**config.mk**
```make
export PLATFORM = sky130hd
export DESIGN_NAME = seg_scan_decoder
export DESIGN_NICKNAME = d
export VERILOG_FILES = /design/src/rtl/seg_scan_decoder_pkg.sv /design/src/rtl/seg_scan_decoder_decode.sv /design/src/rtl/seg_scan_decoder.sv
export SDC_FILE = /design/constraint.sdc
export NUM_CORES = 1
export LEC_CHECK = 0
export ABC_AREA = 1
export CORE_MARGIN = 2
export CORE_UTILIZATION = 49
export CTS_CLUSTER_DIAMETER = 120
export DETAILED_ROUTE_END_ITERATION = 10
export PLACE_DENSITY = 0.69
export SLEW_MARGIN = 20
export SYNTH_ARGS = -nofsm -noshare
export SYNTH_HDL_FRONTEND = slang
export SYNTH_SLANG_ARGS = --single-unit
```
**constraint.sdc**
```tcl
create_clock -name clk -period 2.18 [get_ports clk]
set_input_delay 0.218 -clock clk [delete_from_list [all_inputs] [get_ports clk]]
set_output_delay 0.218 -clock clk [all_outputs]
set_load 0.02 [all_outputs]
```
**src/rtl/seg_scan_decoder_pkg.sv**
```systemverilog
// seg_scan_decoder_pkg
//   Shared 7-segment definitions for both ends of the display bus: the
//   digit-to-cathode encoder and the seg_scan_decoder readback monitor.
//   Cathodes are active-low, bit6=g ... bit0=a.
//
//   Contents:
//     SEG_W          cathode bus width
//     SEG_0..SEG_F   cathode pattern per hex digit
//     SEG_BLANK      all segments off
//     BCD_INVALID    digit code reported for an unrecognised pattern
//     seg_dec_t      decode result {invalid, digit}
//     digit_to_seg   encoder table (full hex)
//     seg_to_digit   decoder table
//
//   Build option: SEG_SCAN_DECODER_HEX_EN
//     defined   -> seg_to_digit also accepts the A..F patterns
//     undefined -> A..F patterns are treated as invalid
package seg_scan_decoder_pkg;

  localparam int SEG_W = 7;

  localparam logic [3:0] BCD_INVALID = 4'hF;

  localparam logic [SEG_W-1:0] SEG_0     = 7'b1000000;
  localparam logic [SEG_W-1:0] SEG_1     = 7'b1111001;
  localparam logic [SEG_W-1:0] SEG_2     = 7'b0100100;
  localparam logic [SEG_W-1:0] SEG_3     = 7'b0110000;
  localparam logic [SEG_W-1:0] SEG_4     = 7'b0011001;
  localparam logic [SEG_W-1:0] SEG_5     = 7'b0010010;
  localparam logic [SEG_W-1:0] SEG_6     = 7'b0000010;
  localparam logic [SEG_W-1:0] SEG_7     = 7'b1111000;
  localparam logic [SEG_W-1:0] SEG_8     = 7'b0000000;
  localparam logic [SEG_W-1:0] SEG_9     = 7'b0010000;
  localparam logic [SEG_W-1:0] SEG_A     = 7'b0001000;
  localparam logic [SEG_W-1:0] SEG_B     = 7'b0000011;
  localparam logic [SEG_W-1:0] SEG_C     = 7'b1000110;
  localparam logic [SEG_W-1:0] SEG_D     = 7'b0100001;
  localparam logic [SEG_W-1:0] SEG_E     = 7'b0000110;
  localparam logic [SEG_W-1:0] SEG_F     = 7'b0001110;
  localparam logic [SEG_W-1:0] SEG_BLANK = 7'b1111111;

  typedef struct packed {
    logic       invalid;
    logic [3:0] digit;
  } seg_dec_t;

  // Encoder side: every 4-bit code has a glyph.
  function automatic logic [SEG_W-1:0] digit_to_seg(input logic [3:0] d);
    logic [SEG_W-1:0] s;
    case (d)
      4'h0:    s = SEG_0;
      4'h1:    s = SEG_1;
      4'h2:    s = SEG_2;
      4'h3:    s = SEG_3;
      4'h4:    s = SEG_4;
      4'h5:    s = SEG_5;
      4'h6:    s = SEG_6;
      4'h7:    s = SEG_7;
      4'h8:    s = SEG_8;
      4'h9:    s = SEG_9;
      4'hA:    s = SEG_A;
      4'hB:    s = SEG_B;
      4'hC:    s = SEG_C;
      4'hD:    s = SEG_D;
      4'hE:    s = SEG_E;
      default: s = SEG_F;
    endcase
    return s;
  endfunction

  // Decoder side: anything not in the table, including blank, is invalid.
  function automatic seg_dec_t seg_to_digit(input logic [SEG_W-1:0] seg);
    seg_dec_t r;
    r.invalid = 1'b0;
    r.digit   = BCD_INVALID;
    case (seg)
      SEG_0: r.digit = 4'h0;
      SEG_1: r.digit = 4'h1;
      SEG_2: r.digit = 4'h2;
      SEG_3: r.digit = 4'h3;
      SEG_4: r.digit = 4'h4;
      SEG_5: r.digit = 4'h5;
      SEG_6: r.digit = 4'h6;
      SEG_7: r.digit = 4'h7;
      SEG_8: r.digit = 4'h8;
      SEG_9: r.digit = 4'h9;
`ifdef SEG_SCAN_DECODER_HEX_EN
      SEG_A: r.digit = 4'hA;
      SEG_B: r.digit = 4'hB;
      SEG_C: r.digit = 4'hC;
      SEG_D: r.digit = 4'hD;
      SEG_E: r.digit = 4'hE;
      SEG_F: r.digit = 4'hF;
`endif
      default: begin
        r.digit   = BCD_INVALID;
        r.invalid = 1'b1;
      end
    endcase
    return r;
  endfunction

endpackage

```
**src/rtl/seg_scan_decoder_decode.sv**
```systemverilog
// seg_pattern_decode
//   Combinational cathode-pattern to digit decoder built on the shared
//   package table.
//
//   Ports:
//     seg      in  SEG_W  cathode pattern, active-low, bit6=g ... bit0=a
//     digit    out 4      decoded digit, BCD_INVALID when unrecognised
//     invalid  out 1      pattern not in the table
//
//   Build option: SEG_SCAN_DECODER_HEX_EN (adds A..F, via the package).
module seg_pattern_decode
  import seg_scan_decoder_pkg::*;
(
  input  logic [SEG_W-1:0] seg,
  output logic [3:0]       digit,
  output logic             invalid
);

  seg_dec_t dec;

  always_comb begin
    dec     = seg_to_digit(seg);
    digit   = dec.digit;
    invalid = dec.invalid;
  end

endmodule

```
**src/rtl/seg_scan_decoder.sv**
```systemverilog
// seg_scan_decoder
//   Readback monitor for a multiplexed 7-segment display. Watches the
//   anode/cathode bus, captures each digit once it has been stable for
//   STABLE_CYCLES samples, and publishes a 4-bit-per-digit word once every
//   digit slot has been captured at least once.
//
//   Ports:
//     clk          in   system clock
//     rst_n        in   asynchronous active-low reset
//     anode_in     in   NUM_DIGITS anodes, active-low, bit i = digit i
//     cathode_in   in   7 segments, active-low, bit6=g ... bit0=a
//     digits_out   out  decoded digits, digit i at [4i+3:4i]
//     frame_valid  out  one-cycle pulse when digits_out updates
//     frame_err    out  frame contained an undecodable digit (held until
//                       the next frame_valid)
//     timeout      out  one-cycle pulse when no frame completed within
//                       TIMEOUT_CYCLES
//
//   Build option: SEG_SCAN_DECODER_HEX_EN (decode A..F as valid digits).
module seg_scan_decoder
  import seg_scan_decoder_pkg::*;
#(
  parameter int NUM_DIGITS     = 4,
  parameter int STABLE_CYCLES  = 4,
  parameter int TIMEOUT_CYCLES = 2000000
) (
  input  logic                    clk,
  input  logic                    rst_n,
  input  logic [NUM_DIGITS-1:0]   anode_in,
  input  logic [SEG_W-1:0]        cathode_in,
  output logic [4*NUM_DIGITS-1:0] digits_out,
  output logic                    frame_valid,
  output logic                    frame_err,
  output logic                    timeout
);

  localparam int CNT_W = $clog2(STABLE_CYCLES + 1);
  localparam int TO_W  = (TIMEOUT_CYCLES > 2) ? $clog2(TIMEOUT_CYCLES) : 1;

  localparam logic [CNT_W-1:0]      STAB_MAX = CNT_W'(STABLE_CYCLES);
  localparam logic [CNT_W-1:0]      STAB_PRE = CNT_W'(STABLE_CYCLES - 1);
  localparam logic [TO_W-1:0]       TO_LAST  = TO_W'(TIMEOUT_CYCLES - 1);
  localparam logic [NUM_DIGITS-1:0] AN_ONE   = NUM_DIGITS'(1);

  // Registered bus sample and the sample before it.
  logic [NUM_DIGITS-1:0]   an_r, an_p;
  logic [SEG_W-1:0]        cat_r, cat_p;

  logic [CNT_W-1:0]        stab_cnt, stab_cnt_nxt;
  logic [TO_W-1:0]         to_cnt;
  logic [NUM_DIGITS-1:0]   seen, seen_nxt;
  logic [4*NUM_DIGITS-1:0] shadow, shadow_nxt;
  logic                    err_flag, err_nxt;

  logic [NUM_DIGITS-1:0]   an_low;
  logic                    one_low;
  logic                    same_pair;
  logic                    capture;
  logic                    frame_done;
  logic                    timeout_hit;
  logic [3:0]              dec_digit;
  logic                    dec_invalid;

  seg_pattern_decode u_decode (
    .seg     (cat_r),
    .digit   (dec_digit),
    .invalid (dec_invalid)
  );

  // Exactly one anode low: non-zero and a power of two in active-high form.
  always_comb begin
    an_low    = ~an_r;
    one_low   = (an_low != '0) && ((an_low & (an_low - AN_ONE)) == '0);
    same_pair = (an_r == an_p) && (cat_r == cat_p);
  end

  // Stability counter. Capture fires only on the step into STABLE_CYCLES,
  // so a long dwell on one digit yields a single capture.
  always_comb begin
    stab_cnt_nxt = stab_cnt;
    capture      = 1'b0;
    if (!one_low) begin
      stab_cnt_nxt = '0;
    end else if (same_pair) begin
      if (stab_cnt != STAB_MAX) begin
        stab_cnt_nxt = stab_cnt + CNT_W'(1);
      end
      capture = (stab_cnt == STAB_PRE);
    end else begin
      stab_cnt_nxt = CNT_W'(1);
    end
  end

  always_comb begin
    frame_done  = &seen;
    // A completing frame restarts the timeout counter, so it never also
    // times out in the same cycle.
    timeout_hit = !frame_done && (to_cnt == TO_LAST);
  end

  // Frame bookkeeping. Clearing is applied first so that a capture landing
  // in the completion/timeout cycle is kept for the next frame.
  always_comb begin
    seen_nxt   = seen;
    err_nxt    = err_flag;
    shadow_nxt = shadow;
    if (frame_done || timeout_hit) begin
      seen_nxt = '0;
      err_nxt  = 1'b0;
    end
    if (capture) begin
      for (int i = 0; i < NUM_DIGITS; i++) begin
        if (an_low[i]) begin
          seen_nxt[i]             = 1'b1;
          shadow_nxt[4*i +: 4]    = dec_digit;
        end
      end
      if (dec_invalid) begin
        err_nxt = 1'b1;
      end
    end
  end

  always_ff @(posedge clk or negedge rst_n) begin
    if (!rst_n) begin
      // Input pipeline idles as a blanked display.
      an_r        <= '1;
      an_p        <= '1;
      cat_r       <= '1;
      cat_p       <= '1;
      stab_cnt    <= '0;
      to_cnt      <= '0;
      seen        <= '0;
      shadow      <= '0;
      err_flag    <= 1'b0;
      digits_out  <= '0;
      frame_valid <= 1'b0;
      frame_err   <= 1'b0;
      timeout     <= 1'b0;
    end else begin
      an_r        <= anode_in;
      cat_r       <= cathode_in;
      an_p        <= an_r;
      cat_p       <= cat_r;
      stab_cnt    <= stab_cnt_nxt;
      seen        <= seen_nxt;
      shadow      <= shadow_nxt;
      err_flag    <= err_nxt;
      frame_valid <= frame_done;
      timeout     <= timeout_hit;
      if (frame_done) begin
        digits_out <= shadow;
        frame_err  <= err_flag;
      end
      if (frame_done || timeout_hit) begin
        to_cnt <= '0;
      end else begin
        to_cnt <= to_cnt + TO_W'(1);
      end
    end
  end

endmodule

```
==> impl_summary.txt <==
----------------------------------------------------
[Outcome]
  Result of the run ... completed

[Setup path]
  Endpoint class of the critical path ... register
  Arrival time of the worst setup path ... ~2.1 ns
  Critical setup path kind ... register to register
  CP Launch Type ... register
  Maximum fanout along the worst path ... 14
  Required time worst endpoint ... around 2.4 ns

[Finish]
  Fill count ... approximately 660
  Ratio of cells with drive above 1 in the final layout ... 0.144
  Area delta synth->final ... 17.2%
  Final Instance Area ... about 4600 um^2
  Count of placed standard cells in the final layout, fillers left out ... between 600 and 700
  Utilization after layout ... 0.594
  Nets ... 519
  Diode count ... 0

[Logic synthesis]
  Average instance area after synthesis ... between 8 and 9 um^2
  Cell types occupying the most area after synthesis ... sky130_fd_sc_hd__dfrtp_1, sky130_fd_sc_hd__nand2_1, sky130_fd_sc_hd__dfstp_2, sky130_fd_sc_hd__nor2_1, sky130_fd_sc_hd__nand3_1
  Post-synth EDFFs ... 0
  Most instantiated library cell after synthesis ... sky130_fd_sc_hd__nand2_1
  Synthesis-stage register bit count ... 86
  Area share of the largest cell type after synthesis ... 0.409
  Cell taking the most area after synthesis ... sky130_fd_sc_hd__dfrtp_1
  Post-Syn Instances ... 461
  Async set or reset register ratio after synthesis ... 1.00
  Mapped cell area ... 3920 um^2
  Top_reg_cell synth ... sky130_fd_sc_hd__dfrtp_1
  Top cells by count, synth ... sky130_fd_sc_hd__nand2_1, sky130_fd_sc_hd__dfrtp_1, sky130_fd_sc_hd__nor2_1, sky130_fd_sc_hd__inv_1, sky130_fd_sc_hd__nand3_1
  Sequential fraction of the synthesis area ... 0.556
  Count of different cell masters after synthesis ... 30
  Yosys Warn Count ... 0
  Post-synthesis net count ... approximately 480

[Placement]
  Total placed instance area ... approximately 4300 um^2
  Final Wtd Congestion ... around 0.9
  DP HPWL ... about 5400 um
  Placed Cells ... just under 600
  Number of buffers inserted by port buffering ... 31

[Global routing]
  Largest net degree at the start of global routing ... 46
  Wire length of the first global-routing pass ... roughly 13,000 um
  Number of global-route vias before repair ... around 3,000
  Total global-route track usage ... 0.193
  Antenna violations before repair ... 0
  Total global routing overflow ... 0

[Floorplanning]
  Die Width ... 93.4 um
  Std cell rows ... 32
  Io pins ... 32
  CORE AREA ... 7730 um^2
  Starting Density ... 0.507
  Total Die Area ... around 8700 um^2
  Height of the chip ... 93.4 um

[Drt]
  Violation count after the first detailed-routing iteration ... 109
  Detailed-route via count ... slightly above 3,000
  Average wire per standard cell ... 12.1 um
  Number of design rule violations left after detail routing ... 0
  Avg Vias per Cell ... between 4 and 5
  Number of nets with antenna violations after detailed routing ... 0
  First-pass DRT Iterations ... 4
  Drt total wl ... 7390 um

[Pwr]
  Worst voltage drop across the vdd grid ... ~0.00039 V
  Leakage power total ... around 2.3 nW
  Power Density ... ~680 nW/um^2

[Clock tree]
  CTS tree ... built
  Count of cells resized by post-cts repair ... 0
  Total number of clock tree sinks ... between 80 and 90
  Maximum level of the CTS H-tree ... 3
  Longest Clk Path Bufs ... 2
  Clock insertion delay at the later pin of the skew report ... ~0.36 ns
  Clock-pin slew on the worst setup and hold paths ... 0.08 ns
  Total clock buffers created by CTS ... 9
  Buffer type at the clock tree root ... sky130_fd_sc_hd__clkbuf_8

[Min path]
  Worst hold path type ... input pin to register

[STA]
  Fin Clk Skew ... 0.00785 ns
  Setup Total Neg Slack ... 0 ns
  Transition time at the pin with the least slew margin ... approximately 0.6 ns
  Post-route fraction of the period consumed by the critical path ... 0.861
  Rel. slew slack ... 0.602
  Number of hold violations in the final report ... 0
  Max Freq ... approximately 530 MHz
  Final Setup Violations ... 0
  Final critical path time including I/O delays and setup ... approximately 1.9 ns
  Max-slew violation count ... 0
  RSZ-0062 raised after global routing ... false

[Job]
  Max capacitance violation total ... 0

----------------------------------------------------
[what timing repair did]
action | 4_1_cts | 5_1_grt
setup buffers | 0 | 0
hold buffers | 1 | 0
endpoints found under the hold margin | 42 | 0
[cells in the final DEF (no fill, tap or decap), drive strengths merged, types with 4 or more instances in the layout]
| cell type | count |
|---|---|
| o21ai | 9 |
| nor3 | 9 |
| buf | 5 |
| xnor2 | 4 |
| nand4 | 12 |
| clkbuf | 10 |
| dfstp | 22 |
| nand3 | 31 |
| inv | 46 |
| xor2 | 5 |
| dfrtp | 64 |
| clkdlybuf4s50 | 30 |
| nor2 | 54 |
| nand2 | 180 |
| ha | 4 |
| a21oi | 10 |
[sequential cells by signal, summed over array words and instances, names as in the netlist, 3 cells and up]
register    cells
an_p            4
an_r            4
cat_p           7
cat_r           7
digits_out     16
seen            4
shadow         16
stab_cnt        3
to_cnt         21
[worst max-delay path, stage by stage (launching register included)]
cell and delay, ns:
sky130_fd_sc_hd__dfrtp_1 0.38, sky130_fd_sc_hd__ha_1 0.17, sky130_fd_sc_hd__nand2_1 0.11, sky130_fd_sc_hd__nor2_4 0.15, sky130_fd_sc_hd__nand2_2 0.07, sky130_fd_sc_hd__nor2_2 0.11, sky130_fd_sc_hd__nand3_1 0.13, sky130_fd_sc_hd__nand2_2 0.27
sky130_fd_sc_hd__inv_2 0.19, sky130_fd_sc_hd__o21ai_0 0.11, sky130_fd_sc_hd__a21oi_1 0.06
[kinds of logic after synthesis]
group / synth area share
AO/OA/AOI/OAI: 0.0316
adder cells (fa/ha/maj): 0.0128
flip-flops: 0.556
XOR/XNOR: 0.0201
buffers and inverters: 0.0546
AND/OR/NAND/NOR: 0.324
[per-stage QoR]
stage	total power (W)	setup slack (ns)	hold WS, ns
after floorplan	0.00175	0.672	-0.0776
after global placement	0.00182	0.427	0.247
after detailed placement	0.00183	0.306	0.245
after CTS	0.00314	0.295	0.253
after global routing	0.00324	0.124	0.251
final	0.00312	0.302	0.260
[routing by layer]
layer / track usage / wire [um] / part of all wire / vias to the layer above
met5: 0 / 0 / 0 / -
met4: 0.0870 / 130 / 0.018 / 0
met3: 0.0290 / 263 / 0.036 / 11
met2: 0.311 / 3530 / 0.48 / 56
met1: 0.259 / 3470 / 0.47 / 1444
li1: - / - / - / 1525
[where the power goes]
part | internal [W] | total [W] | switching, W | leakage, nW
logic | 0.0000500 | 0.000140 | 0.0000902 | 1.09
clock network | 0.000759 | 0.00132 | 0.000561 | 0.112
registers | 0.00163 | 0.00166 | 0.0000227 | 1.11
total | 0.00244 | 0.00312 | 0.000674 | 2.32
[final cells by class]
type	count	area [um^2]	area share
tap	102	128	0.0278
inverter	46	173	0.0376
multi-input combinational	323	1520	0.332
timing repair buffer	36	348	0.0758
clock inverter	6	110	0.0240
sequential	86	2180	0.475
clock buffer	10	128	0.0278
[worst paths after layout]
path | start | endpoint | slack [ns] | cells past startpoint
worst max-delay path | to_cnt[0] | to_cnt[5] | 0.30 | 10
worst min-delay path | anode_in[3] | an_r[3] | 0.26 | 1
worst max register to register | to_cnt[0] | to_cnt[5] | 0.30 | 10
worst min register to register | an_r[0] | an_p[0] | 0.39 | 0
max in group asynchronous | rst_n | cat_r[1] | 1.10 | 3
min in group asynchronous | rst_n | digits_out[8] | 0.39 | 2
(Power assumes the default switching activity.)
